$ cat src/rtl/alu_pkg.sv
// Shared types and constants for the sequential add/subtract ALU.
// Provides state encoding, datapath width and slice-count helper.
package alu_pkg;

   localparam int ALU_W = 32;

   typedef enum logic [1:0] {
      IDLE,
      RUN,
      DONE
   } alu_seq_state_t;

   function automatic int alu_slices(input int slice_w);
      return ALU_W / slice_w;
   endfunction

endpackage

$ cat src/rtl/alu_addsub_seq_32_bit_if.sv
// Request/result bundle for alu_addsub_seq_32_bit.
// master: start, sub, X, Y (ci with ADDSUB_CI_EN) out; busy, done, sum, co, ovf, zero in.
interface alu_addsub_seq_32_bit_if;
   import alu_pkg::*;

   logic             start;
   logic             sub;
   logic [ALU_W-1:0] X;
   logic [ALU_W-1:0] Y;
`ifdef ADDSUB_CI_EN
   logic             ci;
`endif
   logic             busy;
   logic             done;
   logic [ALU_W-1:0] sum;
   logic             co;
   logic             ovf;
   logic             zero;

   modport master (
`ifdef ADDSUB_CI_EN
      output ci,
`endif
      output start, sub, X, Y,
      input  busy, done, sum, co, ovf, zero
   );

   modport slave (
`ifdef ADDSUB_CI_EN
      input  ci,
`endif
      input  start, sub, X, Y,
      output busy, done, sum, co, ovf, zero
   );

endinterface

$ cat src/rtl/add_rca_slice.sv
// Combinational W-bit ripple-carry slice.
// Ports: a, b, cin in; s, cout, c_msb_in (carry into the top bit) out.
module add_rca_slice #(
   parameter int W = 4
) (
   input  logic [W-1:0] a,
   input  logic [W-1:0] b,
   input  logic         cin,
   output logic [W-1:0] s,
   output logic         cout,
   output logic         c_msb_in
);

   logic [W:0] c;

   always_comb begin
      c    = '0;
      s    = '0;
      c[0] = cin;
      for (int i = 0; i < W; i++) begin
         s[i]   = a[i] ^ b[i] ^ c[i];
         c[i+1] = (a[i] & b[i]) | (c[i] & (a[i] ^ b[i]));
      end
   end

   assign cout     = c[W];
   assign c_msb_in = c[W-1];

endmodule

$ cat src/rtl/alu_addsub_seq_32_bit.sv
// Multi-cycle 32-bit add/subtract, SLICE_W bits per cycle via one reused RCA slice.
// Ports: clk, rst (async, active high), bus (slave modport). Macro ADDSUB_CI_EN adds ci.
module alu_addsub_seq_32_bit
   import alu_pkg::*;
#(
   parameter int SLICE_W = 4
) (
   input  logic                  clk,
   input  logic                  rst,
   alu_addsub_seq_32_bit_if.slave bus
);

   localparam int N      = alu_slices(SLICE_W);
   localparam int IDX_W  = (N > 1) ? $clog2(N) : 1;
   localparam int BASE_W = $clog2(ALU_W);
   localparam logic [IDX_W-1:0] LAST = IDX_W'(N - 1);

   alu_seq_state_t   state_q, state_d;
   logic [ALU_W-1:0] a_q, a_d;
   logic [ALU_W-1:0] b_q, b_d;
   logic [ALU_W-1:0] sum_q, sum_d;
   logic [IDX_W-1:0] idx_q, idx_d;
   logic             carry_q, carry_d;
   logic             c31_q, c31_d;
   logic             co_q, co_d;
   logic             ovf_q, ovf_d;
   logic             zero_q, zero_d;
   logic             busy_q, busy_d;
   logic             done_q, done_d;

   logic [BASE_W-1:0]  base;
   logic [SLICE_W-1:0] sl_a;
   logic [SLICE_W-1:0] sl_b;
   logic [SLICE_W-1:0] sl_s;
   logic               sl_cout;
   logic               sl_c31;
   logic               cin0;

   assign base = BASE_W'(int'(idx_q) * SLICE_W);
   assign sl_a = a_q[base +: SLICE_W];
   assign sl_b = b_q[base +: SLICE_W];

`ifdef ADDSUB_CI_EN
   assign cin0 = bus.ci;
`else
   assign cin0 = bus.sub;
`endif

   add_rca_slice #(
      .W (SLICE_W)
   ) u_slice (
      .a        (sl_a),
      .b        (sl_b),
      .cin      (carry_q),
      .s        (sl_s),
      .cout     (sl_cout),
      .c_msb_in (sl_c31)
   );

   always_comb begin
      state_d = state_q;
      a_d     = a_q;
      b_d     = b_q;
      sum_d   = sum_q;
      idx_d   = idx_q;
      carry_d = carry_q;
      c31_d   = c31_q;
      co_d    = co_q;
      ovf_d   = ovf_q;
      zero_d  = zero_q;
      busy_d  = busy_q;
      done_d  = 1'b0;
      unique case (state_q)
         IDLE: begin
            if (bus.start) begin
               a_d     = bus.X;
               b_d     = bus.sub ? ~bus.Y : bus.Y;
               carry_d = cin0;
               idx_d   = '0;
               sum_d   = '0;
               co_d    = 1'b0;
               ovf_d   = 1'b0;
               zero_d  = 1'b0;
               busy_d  = 1'b1;
               state_d = RUN;
            end
         end
         RUN: begin
            sum_d[base +: SLICE_W] = sl_s;
            carry_d = sl_cout;
            // only the value from the last slice survives
            c31_d   = sl_c31;
            idx_d   = idx_q + IDX_W'(1);
            if (idx_q == LAST) begin
               state_d = DONE;
            end
         end
         DONE: begin
            co_d    = carry_q;
            ovf_d   = c31_q ^ carry_q;
            zero_d  = (sum_q == '0);
            done_d  = 1'b1;
            busy_d  = 1'b0;
            state_d = IDLE;
         end
         default: begin
            state_d = IDLE;
         end
      endcase
   end

   always_ff @(posedge clk or posedge rst) begin
      if (rst) begin
         state_q <= IDLE;
         a_q     <= '0;
         b_q     <= '0;
         sum_q   <= '0;
         idx_q   <= '0;
         carry_q <= 1'b0;
         c31_q   <= 1'b0;
         co_q    <= 1'b0;
         ovf_q   <= 1'b0;
         zero_q  <= 1'b0;
         busy_q  <= 1'b0;
         done_q  <= 1'b0;
      end else begin
         state_q <= state_d;
         a_q     <= a_d;
         b_q     <= b_d;
         sum_q   <= sum_d;
         idx_q   <= idx_d;
         carry_q <= carry_d;
         c31_q   <= c31_d;
         co_q    <= co_d;
         ovf_q   <= ovf_d;
         zero_q  <= zero_d;
         busy_q  <= busy_d;
         done_q  <= done_d;
      end
   end

   assign bus.busy = busy_q;
   assign bus.done = done_q;
   assign bus.sum  = sum_q;
   assign bus.co   = co_q;
   assign bus.ovf  = ovf_q;
   assign bus.zero = zero_q;

endmodule

$ cat src/flat_wrapper.sv
// flat-port wrapper written by rule: the top's interface ports become plain ports
module alu_addsub_seq_32_bit_flat import alu_pkg::*;
#(
   parameter int SLICE_W = 4
)
  (clk, rst, bus_start, bus_sub, bus_X, bus_Y, bus_busy, bus_done, bus_sum, bus_co, bus_ovf, bus_zero);
  alu_addsub_seq_32_bit_if bus_i ();
  input  logic clk;
  input  logic rst;
  input wire logic [$bits(bus_i.start)-1:0] bus_start;
  input wire logic [$bits(bus_i.sub)-1:0] bus_sub;
  input wire logic [$bits(bus_i.X)-1:0] bus_X;
  input wire logic [$bits(bus_i.Y)-1:0] bus_Y;
  output wire logic [$bits(bus_i.busy)-1:0] bus_busy;
  output wire logic [$bits(bus_i.done)-1:0] bus_done;
  output wire logic [$bits(bus_i.sum)-1:0] bus_sum;
  output wire logic [$bits(bus_i.co)-1:0] bus_co;
  output wire logic [$bits(bus_i.ovf)-1:0] bus_ovf;
  output wire logic [$bits(bus_i.zero)-1:0] bus_zero;
  assign bus_i.start = bus_start;
  assign bus_i.sub = bus_sub;
  assign bus_i.X = bus_X;
  assign bus_i.Y = bus_Y;
  assign bus_busy = bus_i.busy;
  assign bus_done = bus_i.done;
  assign bus_sum = bus_i.sum;
  assign bus_co = bus_i.co;
  assign bus_ovf = bus_i.ovf;
  assign bus_zero = bus_i.zero;
  alu_addsub_seq_32_bit #(.SLICE_W(SLICE_W)) u_core (.clk(clk), .rst(rst), .bus(bus_i));
endmodule
$ cat config.mk
export PLATFORM = sky130hd
export DESIGN_NAME = alu_addsub_seq_32_bit_flat
export DESIGN_NICKNAME = d
export VERILOG_FILES = /design/src/rtl/alu_pkg.sv /design/src/rtl/alu_addsub_seq_32_bit_if.sv /design/src/rtl/add_rca_slice.sv /design/src/rtl/alu_addsub_seq_32_bit.sv /design/src/flat_wrapper.sv
export SDC_FILE = /design/constraint.sdc
export NUM_CORES = 1
export LEC_CHECK = 0
export ABC_AREA = 1
export BUFFER_PORTS_ARGS = -buffer_cell sky130_fd_sc_hd__clkbuf_2
export CORE_ASPECT_RATIO = 1.4
export CORE_MARGIN = 5
export CORE_UTILIZATION = 30
export CTS_CLUSTER_DIAMETER = 100
export DETAILED_ROUTE_END_ITERATION = 7
export PLACE_DENSITY = 0.59
export SYNTH_ARGS = -nofsm -noshare
export SYNTH_HDL_FRONTEND = slang
export SYNTH_HIERARCHICAL = 1
export SYNTH_SLANG_ARGS = --single-unit
$ cat constraint.sdc
create_clock -name clk -period 3.55 [get_ports clk]
set_input_delay 0.1775 -clock clk [delete_from_list [all_inputs] [get_ports clk]]
set_output_delay 0.1775 -clock clk [all_outputs]
set_load 0.05 [all_outputs]
======== Word level (Yosys, flattened, before mapping) ========
Index checks and enable logic that the tools add are counted.
cells by class
  add/sub/neg operators ................... 2
  equal/unequal tests ..................... 5
  shift operators ......................... 4
  muxes and demuxes ....................... 18
  bitwise logic cells ..................... 22
  reductions and logical operators ........ 8
operator list
  operator                                              number
  2-to-1 mux 32 bit                                     2
  one-hot mux 32 bit (2 select lines)                   1
  indexed part select 32 x 6 -> 4 bit                   2
  bitwise mux 32 bit                                    1
  logical NOT 32 bit                                    1
  NOT 32 bit                                            1
  variable shift 4 x 7 -> 32 bit, first input constant  1
  indexed part select 4 x 7 -> 32 bit                   1
  one-hot mux 1 bit (2 select lines)                    5
  bitwise XOR 1 bit                                     9
  bitwise AND 1 bit                                     8
  AND reduction 2 bit                                   4
  negation 5 -> 7 bit                                   1
  one-hot mux 3 bit (2 select lines)                    1
  2-to-1 mux 1 bit                                      4
  2-to-1 mux 2 bit                                      2
  bitwise OR 1 bit                                      4
  one-hot mux 2 bit (2 select lines)                    1
  nonzero test 2 bit                                    2
  adder 3 x 1 -> 3 bit, second input constant           1
  equality test 3 bit, second input constant            1
  2-to-1 mux 3 bit                                      1
  equality test 2 x 1 -> 1 bit, second input constant   1
  equality test 2 bit, second input constant            1
  3 further kinds                                       3
storage, ports and cells
  register bits ........................... 108
  input port bits ......................... 68

======== Depth between registers and ports, before layout ========
Gate-level depths: netlist of the first run.
  depth in word-level cells ............... 12
  gate-level depth with buffers ........... 18
  mapped depth without buffers ............ 16

======== By module ========
Netlist of the first run, hierarchy kept.
by module, submodules not included
  module                 instances  cells an instance  area each (µm²)
  alu_addsub_seq_32_bit  1          677                5398.9
  add_rca_slice          1          12                 110.1

======== Least setup slack after synthesis of the first run ========
No wires, ideal clock.
  path type ............................... register -> register
  start ................................... register u_core.idx_q[0]
  end ..................................... register u_core.sum_q[11] (netlist: u_core/bus.sum[11])
  library setup time ...................... 120 ps
  arrival ................................. 2899 ps
  slack ................................... 531 ps
  stages on the path, launching flop included .. 19
  clock period less this slack ............ 3019 ps
  path through ............................ dfrtp_1 > buf_2 > buf_2 > nor2_1 > nor2_1 > o21ai_0 > o21ai_0 > nand2_1 > nand2_1 > fa_1 > inv_1 > fa_1 > fa_1 > inv_1 > fa_1 > nand3_1 > nor2_1 > nand2_1 > nand2_1
between the ends
  cells in the longest elaborated chain, start to end .. 12
RTL lines
  item                                   line                          RTL
  start: declaration                     alu_addsub_seq_32_bit.sv:22   logic [IDX_W-1:0] idx_q, idx_d;
  start signal: assignment               alu_addsub_seq_32_bit.sv:131  idx_q <= idx_d;
  indexed part select 32 x 6 -> 4 bit *  alu_addsub_seq_32_bit.sv:40   assign sl_a = a_q[base +: SLICE_W];
  named net u_core.sl_a[0]               alu_addsub_seq_32_bit.sv:32   logic [SLICE_W-1:0] sl_a;
  bitwise XOR 1 bit                      add_rca_slice.sv:22           c[i+1] = (a[i] & b[i]) | (c[i] & (a[i] ^ b[i]));
  bitwise AND 1 bit                      add_rca_slice.sv:22
  bitwise OR 1 bit *                     add_rca_slice.sv:22
  bitwise AND 1 bit *                    add_rca_slice.sv:22
  bitwise OR 1 bit *                     add_rca_slice.sv:22
  bitwise AND 1 bit *                    add_rca_slice.sv:22
  bitwise OR 1 bit *                     add_rca_slice.sv:22
  named net u_core.sl_c31                alu_addsub_seq_32_bit.sv:36   logic sl_c31;
  bitwise XOR 1 bit *                    add_rca_slice.sv:21           s[i] = a[i] ^ b[i] ^ c[i];
  named net u_core.sl_s[3]               alu_addsub_seq_32_bit.sv:34   logic [SLICE_W-1:0] sl_s;
  indexed part select 4 x 7 -> 32 bit *  alu_addsub_seq_32_bit.sv:89   sum_d[base +: SLICE_W] = sl_s;
  bitwise mux 32 bit *                   alu_addsub_seq_32_bit.sv:89
  one-hot mux 32 bit (2 select lines) *  alu_addsub_seq_32_bit.sv:73   unique case (state_q)
  end signal: assignment                 alu_addsub_seq_32_bit.sv:130  sum_q <= sum_d;
  end: declaration                       alu_addsub_seq_32_bit.sv:21   logic [ALU_W-1:0] sum_q, sum_d;
Mark *: on every way through the listed nets, which the timed path passes. The rest lies on a longest branch.
A chain may end at the register's enable or synchronous reset.

======== Worst setup path in the final report of the first run ========
  start ................................... register u_core.idx_q[0]
  end ..................................... register u_core.sum_q[27] (netlist: u_core/bus.sum[27])
Same word-level chain as after synthesis.

==> impl_metrics.toml, run 1 <==
[final_layout]
final_nets = 856
num-fill-cells = 1975
final_common_cell = "nand2_1"
n_antenna_cell = 0
final_cell_area_um2 = 6550
drive_above_1_share_pct = 19.3
area_delta_synth_final_pct = 18.9
most-common-layout-cells = "226 x nand2_1, 108 x dfrtp_1, 104 x clkbuf_2"
multi_input_area_um2 = 2500
final-seq-area_um2 = 2700

[sta]
clock.fmax_mhz = 309
fin_crit_ns = 3.23
max_slew.worst_pin.slew_ns = 1.00
skew_ns = 0.00551
slew_viol_final = 0
finalSetupTns_ns = 0
setup_viol = 0
hold_viol = 27
maxSlewHeadroom_pct = 33.3
final.period_utilization_pct = 91.1
rsz0062_at_grt = "false"
hold-worst-slack_ns = -0.0248

[logic_synthesis]
ys_ff_latch = 108
synthesis.area_um2 = 5510
synthCells = 689
yosysUniqueCellTypes = 28
postSynthAreaPerCell_um2 = 8.00
seq_area_frac_synth_pct = 49.1
syn-num-nets = 769
yosys_warnings = 6

[routing]
drt-initial-drc-count = 296
viasPerCell = 4.49
post-route-drc-count = 0
wl_per_cell_um = 14.0
firstDrtPassIters = 4
num_vias = 4583
ant_nets = 0
drt_wl_total_mm = 14.3

[clocking]
cts_resized = 0
clock_latency_ns = 0.36
cts_tree = "done"
clock_path_buffers = 2
cts_sinks = 108
cts_setup_buffers = 0
ctsHoldBuffers = 0
cts-root-buf = "clkbuf_16"
numCtsBuffers = 9
clk_pin_slew_worst_paths_ns = 0.07
htree_levels = 3

[floorplanning]
rows = 58
coreArea_um2 = 18000
start_util_pct = 30.6
fp.dieH_um = 170
die_area_um2 = 21200
die-width_um = 125
io_pins = 105

[place]
hpwlAfterDp_mm = 11.0
port_buffers = 104
postPlaceCellArea_um2 = 6220
gp_congestion = 0.831

[grt]
grt_max_degree = 102
grt_first_pass_wirelength_mm = 23.3
grt_usage_pct = 13.9
grt_overflow_total = 0
antenna_found_initial = 0
grt_pass1_vias = 4607

[status]
status = "finished, violations left"
violations = "negative hold slack"

[setup_path]
critPathLaunchType = "register"
crit_chain = "buf_4 -> nor2_1 -> nor2_1 -> o21ai_0 -> o21ai_0 -> nand2_1 -> nand2_1 -> fa_1 -> inv_1 -> fa_1 -> fa_1 -> inv_1 -> fa_1 -> nand3_1 -> nor2_1 -> nand2_1 -> nand2_1"
slowest_stage = "fa_1"
cp.arrival_ns = 3.48
crit_fanout = 30
required_ns = 3.80
cpPeakStageDelay_ns = 0.46
critPathCaptureType = "register"
path_class = "register to register"

[pwr]
powerDensity_nw_per_um2 = 1040
finalPower_mw = 6.81
peakVddDrop_mv = 0.362
leakagePower_nw = 3.38

[worst_hold_path]
hp-class = "input pin to async pin"

[job]
maxCapViolations = 0
state kept, by name (all words and copies together), names as in the netlist:
register and count:
u_core/c31_q 1, u_core/bus.busy 1, u_core/idx_q 3, u_core/b_q 32, u_core/bus.zero 1, u_core/state_q 2
u_core/bus.done 1, u_core/bus.sum 32, u_core/bus.co 1, u_core/bus.ovf 1, u_core/a_q 32, u_core/carry_q 1
cell usage after synthesis:
cell type / instances / area (um2)
clkbuf_2: 1 / 5.00
fa_1: 4 / 80.1
o21bai_1: 1 / 7.51
nand2_1: 226 / 848
xnor2_1: 32 / 280
nand3_2: 2 / 20.0
inv_1: 22 / 82.6
inv_2: 7 / 26.3
buf_1: 2 / 7.51
nand3_1: 43 / 215
clkbuf_1: 7 / 26.3
inv_4: 1 / 6.26
o21ai_0: 80 / 400
or2_2: 2 / 12.5
nor3_2: 6 / 60.1
a21oi_1: 1 / 5.00
dfrtp_1: 108 / 2700
nand2_2: 2 / 12.5
nor2_4: 1 / 11.3
clkinv_1: 1 / 3.75
nand4_1: 6 / 37.5
buf_2: 21 / 105
a22o_1: 1 / 8.76
ha_1: 8 / 100
nand3_4: 1 / 17.5
nor2_1: 83 / 312
o21ai_1: 14 / 70.1
buf_4: 6 / 45.0
critical path, delay by kind of cell (launching register included):
family          cells  cell delay (ns)
fa+ha+maj           4             1.39
simple gates        8             0.70
buf+inv             3             0.45
flops               1             0.41
compound gates      2             0.17
metal layers:
metal / vias up / GRT usage, % / routed length [um]
met5: - / 0 / 0
met1: 2099 / 16.1 / 5840
met4: 0 / 5.87 / 334
met2: 102 / 25.1 / 7690
met3: 20 / 2.64 / 474
li1: 2362 / - / -
report_power, final:
| group | leakage, nW | internal, mW | switching, mW |
|---|---|---|---|
| Combinational | 1.83 | 1.06 | 2.45 |
| Clock | 0.158 | 0.627 | 0.474 |
| Sequential | 1.39 | 1.77 | 0.435 |
| Total | 3.38 | 3.46 | 3.35 |
final timing paths:
| path | startpoint | to | slack, ns | cells past startpoint |
|---|---|---|---|---|
| worst max-delay path | u_core/idx_q[0]$_DFFE_PP0P_ | u_core/bus.sum[27]$_DFFE_PP0P_ | 0.32 | 17 |
| worst min-delay path | rst | u_core/bus.sum[5]$_DFFE_PP0P_ | -0.02 | 2 |
| worst max register to register | u_core/idx_q[0]$_DFFE_PP0P_ | u_core/bus.sum[27]$_DFFE_PP0P_ | 0.32 | 17 |
| worst min register to register | u_core/a_q[27]$_DFFE_PP0P_ | u_core/a_q[27]$_DFFE_PP0P_ | 0.47 | 2 |
| max in group asynchronous | rst | u_core/b_q[12]$_DFFE_PP0P_ | 2.74 | 3 |
| min in group clk | bus_X[29] | u_core/a_q[29]$_DFFE_PP0P_ | 0.02 | 3 |
logic make-up after synthesis:
| family | Yosys count | share of synthesized area [%] |
|---|---|---|
| simple gates | 372 | 28.1 |
| flops | 108 | 49.1 |
| compound gates | 97 | 8.93 |
| buf+inv | 68 | 5.59 |
| xor+xnor | 32 | 5.09 |
| fa+ha+maj | 12 | 3.27 |
area by class of cell:
| class | count | area share [%] |
|---|---|---|
| repair buffers | 113 | 9.17 |
| flip-flops and latches | 108 | 41.3 |
| clock inverters | 6 | 1.45 |
| well taps | 240 | 4.59 |
| inverters | 31 | 1.87 |
| multi-input cells | 513 | 38.2 |
| clock buffers | 10 | 3.50 |
metrics by stage:
step	hold WS (ns)	util, %	instances	setup WS (ns)
global route	0.0273	36.4	1021	0.0865
floorplan	0.287	-	689	0.527
detailed placement	0.387	34.6	1005	0.351
global placement	0.385	34.6	1005	0.419
finish	-0.0248	36.4	1021	0.317
CTS	0.00824	36.4	1021	0.328
Power figures use the tool's default switching activity.
==> run 2, diff against run 1 <==
ABC_AREA = not set   (was 1)
PLACE_DENSITY = 0.61   (was 0.59)
clock period = 2.8 ns   (was 3.55 ns; I/O delays follow)
==> impl_metrics.toml, run 2 <==
[grt]
grt_first_pass_wirelength_mm = 20.7
grt_max_degree = 84
antenna_found_initial = 0
grt_usage_pct = 12.9
grt_pass1_vias = 3907
grt_overflow_total = 0

[logic_synthesis]
synthCells = 428
synthMuxAreaShare_pct = 15.6
synthArstFlopShare_pct = 100
synth_xor_area_share_pct = 5.50
synth_fa_ha_area_share_pct = 3.43
yosysTopAreaCell = "dfrtp_1"
synthesis.area_um2 = 5260
synth_common_cells = "108 x dfrtp_1, 41 x mux2_2, 34 x a21oi_1"
postSynthAreaPerCell_um2 = 12.3
yosysUniqueCellTypes = 43
synth_edf_count = 0
synth_top_area_share_pct = 51.4
synth_simple_gate_area_share_pct = 10.0
synthFlopType = "dfrtp_1"
seq_area_frac_synth_pct = 51.4
synthTopCellsByArea = "dfrtp_1 51%, mux2_2 8.8%, mux4_2 6.9%"
synth_compound_area_share_pct = 10.2
ys_ff_latch = 108
yosys_warnings = 6
synth_top_family_by_area = "multiplexers"
syn-num-nets = 508
yosysMostFrequentCell = "dfrtp_1"

[setup_path]
critPathCapture = "u_core/bus.sum[19]$_DFFE_PP0P_"
r2r-start = "u_core/idx_q[0]$_DFFE_PP0P_"
critPathLaunchType = "register"
critPathCaptureType = "register"
cp.arrival_ns = 3.21
r2r_slack_ns = -0.17
required_ns = 3.03
r2r_cells = 10
r2r_end = "u_core/bus.sum[19]$_DFFE_PP0P_"
path_class = "register to register"
cp-startpoint = "u_core/idx_q[0]$_DFFE_PP0P_"
crit_fanout = 8

[floorplanning]
fp.dieH_um = 167
die_area_um2 = 20300
die-width_um = 122
io_pins = 105
start_util_pct = 30.3
coreArea_um2 = 17300
rows = 57

[final_layout]
most-common-layout-cells = "107 x dfrtp_1, 104 x clkbuf_2, 40 x mux2_2"
final-seq-area_um2 = 2700
final_cell_area_um2 = 6450
final_common_cell = "dfrtp_1"
multi_input_area_um2 = 2380
n_antenna_cell = 0
final_nets = 612
num-fill-cells = 1703
drive_above_1_share_pct = 40.6
area_delta_synth_final_pct = 22.7

[sta]
skew_ns = 0.00921
final.period_utilization_pct = 106
clock.fmax_mhz = 336
max_slew.worst_pin.slew_ns = 1.01
maxSlewHeadroom_pct = 32.4
hold_viol = 0
setup_viol = 8
rsz0062_at_grt = "true"
slew_viol_final = 0
setup_slack_ns = -0.174
fin_crit_ns = 2.97

[pwr]
leakagePower_nw = 2.89
peakVddDrop_mv = 0.647
powerDensity_nw_per_um2 = 1360

[place]
hpwlAfterDp_mm = 9.80
pre_cts_slack_ns = -0.196
postPlaceCellArea_um2 = 6090
port_buffers = 104
gp_congestion = 0.816

[routing]
viasPerCell = 4.70
ant_nets = 0
firstDrtPassIters = 4
drt-initial-drc-count = 156
num_vias = 3630
drt_wl_total_mm = 12.6
wl_per_cell_um = 16.3
post-route-drc-count = 0

[worst_hold_path]
hp-class = "input pin to register"

[clocking]
cts-root-buf = "clkbuf_16"
cts_sinks = 108
cts_tree = "done"
clock_latency_ns = 0.35
clk_pin_slew_worst_paths_ns = 0.07
htree_levels = 3
numCtsBuffers = 9
clock_path_buffers = 2

[status]
violations = "negative setup slack"
status = "finished, violations left"

[job]
maxCapViolations = 0
==> run 2: cell families (layout without fill, tap and decap cells) <==
group,Yosys count,count (layout)
AO/OA/AOI/OAI,72,72
multiplexers,57,57
AND/OR/NAND/NOR,102,102
flip-flops,108,108
buffers and inverters,44,153
adder cells (fa/ha/maj),12,12
XOR/XNOR,33,33
==> run 2: timing repair <==
item,in CTS,in global routing
hold buffers,1,0
cloned,0,0
gates resized for setup,4,2
setup endpoints to repair,13,17
buffers inserted,0,1
pin swaps,3,9
endpoints found under the hold margin,37,0
==> run 2: layout make-up <==
cell class / count / share of cell area (%)
well taps: 236 / 4.58
multi-input cells: 276 / 36.9
flip-flops and latches: 108 / 41.9
clock buffers: 10 / 3.55
clock inverters: 6 / 1.47
repair buffers: 122 / 10.6
inverters: 15 / 0.989
==> run 2: worst min path at each step <==
| stage | depth (start not counted) | to | start | slack, ns |
|---|---|---|---|---|
| after global routing | 2 | u_core/a_q[27]$_DFFE_PP0P_ | bus_X[27] | 0.01 |
| after CTS | 2 | u_core/a_q[14]$_DFFE_PP0P_ | bus_X[14] | 0.005 |
| after global placement | 2 | u_core/bus.sum[21]$_DFFE_PP0P_ | rst | 0.33 |
| after detailed placement | 2 | u_core/bus.sum[16]$_DFFE_PP0P_ | rst | 0.35 |
| final | 2 | u_core/a_q[11]$_DFFE_PP0P_ | bus_X[11] | 0.03 |
| after floorplan | 1 | u_core/a_q[26]$_DFFE_PP0P_ | bus_X[26] | 0.29 |
==> run 2: through the flow <==
stage          TNS (ns)  power, mW  hold slack, ns  util [%]  instances
3_3_place_gp     -0.645       7.18           0.329      35.1        755
4_1_cts           -1.27       8.83         0.00460      37.1        772
6_report          -1.04       8.78          0.0256      37.2        773
5_1_grt           -2.49       9.38          0.0110      37.2        773
3_5_place_dp      -1.21       7.33           0.354      35.1        755
2_1_floorplan     -1.20       6.05           0.292         -        428
==> run 2: worst max-delay path, stage by stage (launching register included) <==
cell and delay, ns:
dfrtp_2 0.49, mux4_2 0.53, nand2_2 0.08, nand2_2 0.07, fa_2 0.37, inv_2 0.06
fa_2 0.19, fa_2 0.19, inv_2 0.04, fa_2 0.52, mux2_4 0.30
==> run 2: layer usage <==
layer | wire [um] | vias to the layer above | track usage (%)
li1 | - | 1716 | -
met1 | 5100 | 1821 | 15.6
met2 | 6640 | 79 | 22.2
met3 | 628 | 14 | 3.15
met4 | 261 | 0 | 4.49
met5 | 0 | - | 0
==> run 2: power by group <==
| part | switching (mW) | total [mW] | internal [mW] | leakage, nW |
|---|---|---|---|---|
| Sequential | 0.484 | 2.73 | 2.25 | 1.32 |
| Combinational | 2.81 | 4.68 | 1.87 | 1.42 |
| Clock | 0.576 | 1.37 | 0.794 | 0.151 |
| Total | 3.87 | 8.78 | 4.91 | 2.89 |
==> run 3, diff against run 2 <==
PLACE_DENSITY = 0.62   (was 0.61)
SYNTH_HIERARCHICAL = not set   (was 1)
==> impl_metrics.toml, run 3 <==
[status]
status = "finished, violations left"
violations = "negative hold slack, negative setup slack"

[routing]
num_vias = 3868
drt-initial-drc-count = 185
wl_per_cell_um = 14.8
drt_wl_total_mm = 12.7
viasPerCell = 4.50
ant_nets = 0
firstDrtPassIters = 4
post-route-drc-count = 0

[sta]
setup_viol = 9
maxSlewHeadroom_pct = 33.3
setup_slack_ns = -0.228
max_slew.worst_pin.slew_ns = 1.00
slew_viol_final = 0
final.period_utilization_pct = 108
hold-worst-slack_ns = -0.000196
rsz0062_at_grt = "true"
fin_crit_ns = 3.03
clock.fmax_mhz = 330
skew_ns = 0.0109
hold_viol = 1

[logic_synthesis]
synth_top_area_share_pct = 52.1
synth_edf_count = 0
synth_common_cells = "172 x nand2_1, 108 x dfrtp_1, 38 x o21ai_0"
ys_ff_latch = 108
synthesis.area_um2 = 5190
syn-num-nets = 571
yosys_warnings = 0
postSynthAreaPerCell_um2 = 10.5
yosysMostFrequentCell = "nand2_1"
yosysTopAreaCell = "dfrtp_1"
synthFlopType = "dfrtp_1"
synthCells = 495
synthTopCellsByArea = "dfrtp_1 52%, nand2_1 12%, mux4_2 6.9%"
seq_area_frac_synth_pct = 52.1
yosysUniqueCellTypes = 40
synthArstFlopShare_pct = 100

[pwr]
sw_frac_of_total_pct = 44.6
peakVddDrop_mv = 0.750
p_seq_share_pct = 32.1
comb_power_share_pct = 53.6
leakagePower_nw = 3.19
p_sw_mw = 3.70
clockPowerShare_pct = 14.3
powerDensity_nw_per_um2 = 1270
p_int_mw = 4.60

[floorplanning]
io_pins = 105
fp.dieH_um = 166
start_util_pct = 30.2
die_area_um2 = 20100
coreArea_um2 = 17200
die-width_um = 121
rows = 57

[final_layout]
drive_above_1_share_pct = 28.8
final_nets = 696
final_cell_area_um2 = 6530
final_common_cell = "nand2_1"
instances_no_fill = 860
most-common-layout-cells = "172 x nand2_1, 108 x dfrtp_1, 104 x clkbuf_2"
n_antenna_cell = 0
fin_util_pct = 38.0
area_delta_synth_final_pct = 25.7

[setup_path]
critPathCaptureType = "register"
cp.arrival_ns = 3.30
required_ns = 3.07
path_class = "register to register"
crit_fanout = 6
critPathLaunchType = "register"

[clocking]
htree_levels = 3
clock_latency_ns = 0.35
numCtsBuffers = 9
clock_path_buffers = 2
cts_sinks = 108
clk_pin_slew_worst_paths_ns = 0.08
cts-root-buf = "clkbuf_16"
cts_tree = "done"

[place]
pre_cts_slack_ns = -0.252
postPlaceCellArea_um2 = 6070
gp_congestion = 0.793
dp_cells = 826
port_buffers = 104
hpwlAfterDp_mm = 9.62

[grt]
antenna_found_initial = 0
grt_overflow_total = 0
grt_first_pass_wirelength_mm = 21.1
grt_pass1_vias = 4152
grt_max_degree = 67
grt_usage_pct = 13.2

[job]
maxCapViolations = 0

[worst_hold_path]
hp-class = "input pin to register"
-- run 3: power by group through the flow --
stage	clock network [mW]	registers [mW]	logic, mW
3_5_place_dp	0	2.71	4.35
2_1_floorplan	0	3.11	2.60
5_1_grt	1.27	2.76	4.87
3_3_place_gp	0	2.69	4.29
4_1_cts	1.22	2.68	4.48
6_report	1.18	2.67	4.45
-- run 3: layout make-up --
| cell class | count | area (um2) |
|---|---|---|
| Clock inverter | 5 | 36.3 |
| Inverter | 12 | 51.3 |
| Tap cell | 236 | 295 |
| Timing Repair Buffer | 145 | 903 |
| Multi-Input combinational cell | 344 | 2310 |
| Fill cell | 1759 | 10700 |
| Sequential cell | 108 | 2700 |
| Clock buffer | 10 | 229 |
-- run 3: through the flow --
stage	setup TNS [ns]	hold slack (ns)	total power, mW
final	-1.57	-0.000196	8.30
after global placement	-1.25	0.299	6.98
after detailed placement	-1.91	0.296	7.06
after CTS	-1.67	0.00213	8.38
after global routing	-2.56	0.00913	8.90
after floorplan	-0.807	0.245	5.71
-- run 3: repair_timing --
action	CTS	global route
hold buffers	15	0
resized for setup	3	0
setup buffers	3	1
pin swaps	2	1
setup endpoints to repair	9	12
hold endpoints to repair	43	0
-- run 3: cells by family (layout without fill, tap and decap cells) --
family | Yosys count | after routing | synth area share (%)
and+or+nand+nor | 203 | 203 | 17.1
DFF | 108 | 108 | 52.1
AOI/OAI and AO/OA | 56 | 56 | 6.46
muxes | 44 | 44 | 12.3
buffers and inverters | 43 | 172 | 4.00
xor gates and xnor gates | 33 | 33 | 5.57
adders and majority gates | 8 | 8 | 2.51
-- run 3: layer usage --
metal	up-vias	routed length, um	share of wire (%)	track usage (%)
met3	12	572	4.5	2.29
met5	-	0	0	0
met1	1865	5480	43	16.9
met4	0	131	1.0	3.66
met2	94	6560	51	22.9
li1	1897	-	-	-
-- run 3: worst max-delay path: stages, from the launching register on --
cell and delay, ns:
dfrtp_1 0.41, buf_12 0.14, mux4_2 0.52, mux2i_2 0.19, fa_2 0.23, inv_2 0.04, fa_2 0.33, inv_2 0.06
fa_2 0.20, inv_2 0.04, fa_2 0.57, inv_4 0.06, mux2i_1 0.15
-- run 3: final timing paths --
path / from / end / slack (ns) / cells past startpoint
setup reg to reg: u_core.idx_q[0]$_DFFE_PP0P_ / u_core.bus.sum[15]$_DFFE_PP0P_ / -0.23 / 12
min in group asynchronous: rst / u_core.a_q[29]$_DFFE_PP0P_ / 0.45 / 3
max in group asynchronous: rst / u_core.b_q[29]$_DFFE_PP0P_ / 1.64 / 4
hold / removal: bus_X[3] / u_core.a_q[3]$_DFFE_PP0P_ / -0.0002 / 3
setup / recovery: u_core.idx_q[0]$_DFFE_PP0P_ / u_core.bus.sum[15]$_DFFE_PP0P_ / -0.23 / 12
hold reg to reg: u_core.b_q[23]$_DFFE_PP0P_ / u_core.b_q[23]$_DFFE_PP0P_ / 0.48 / 2
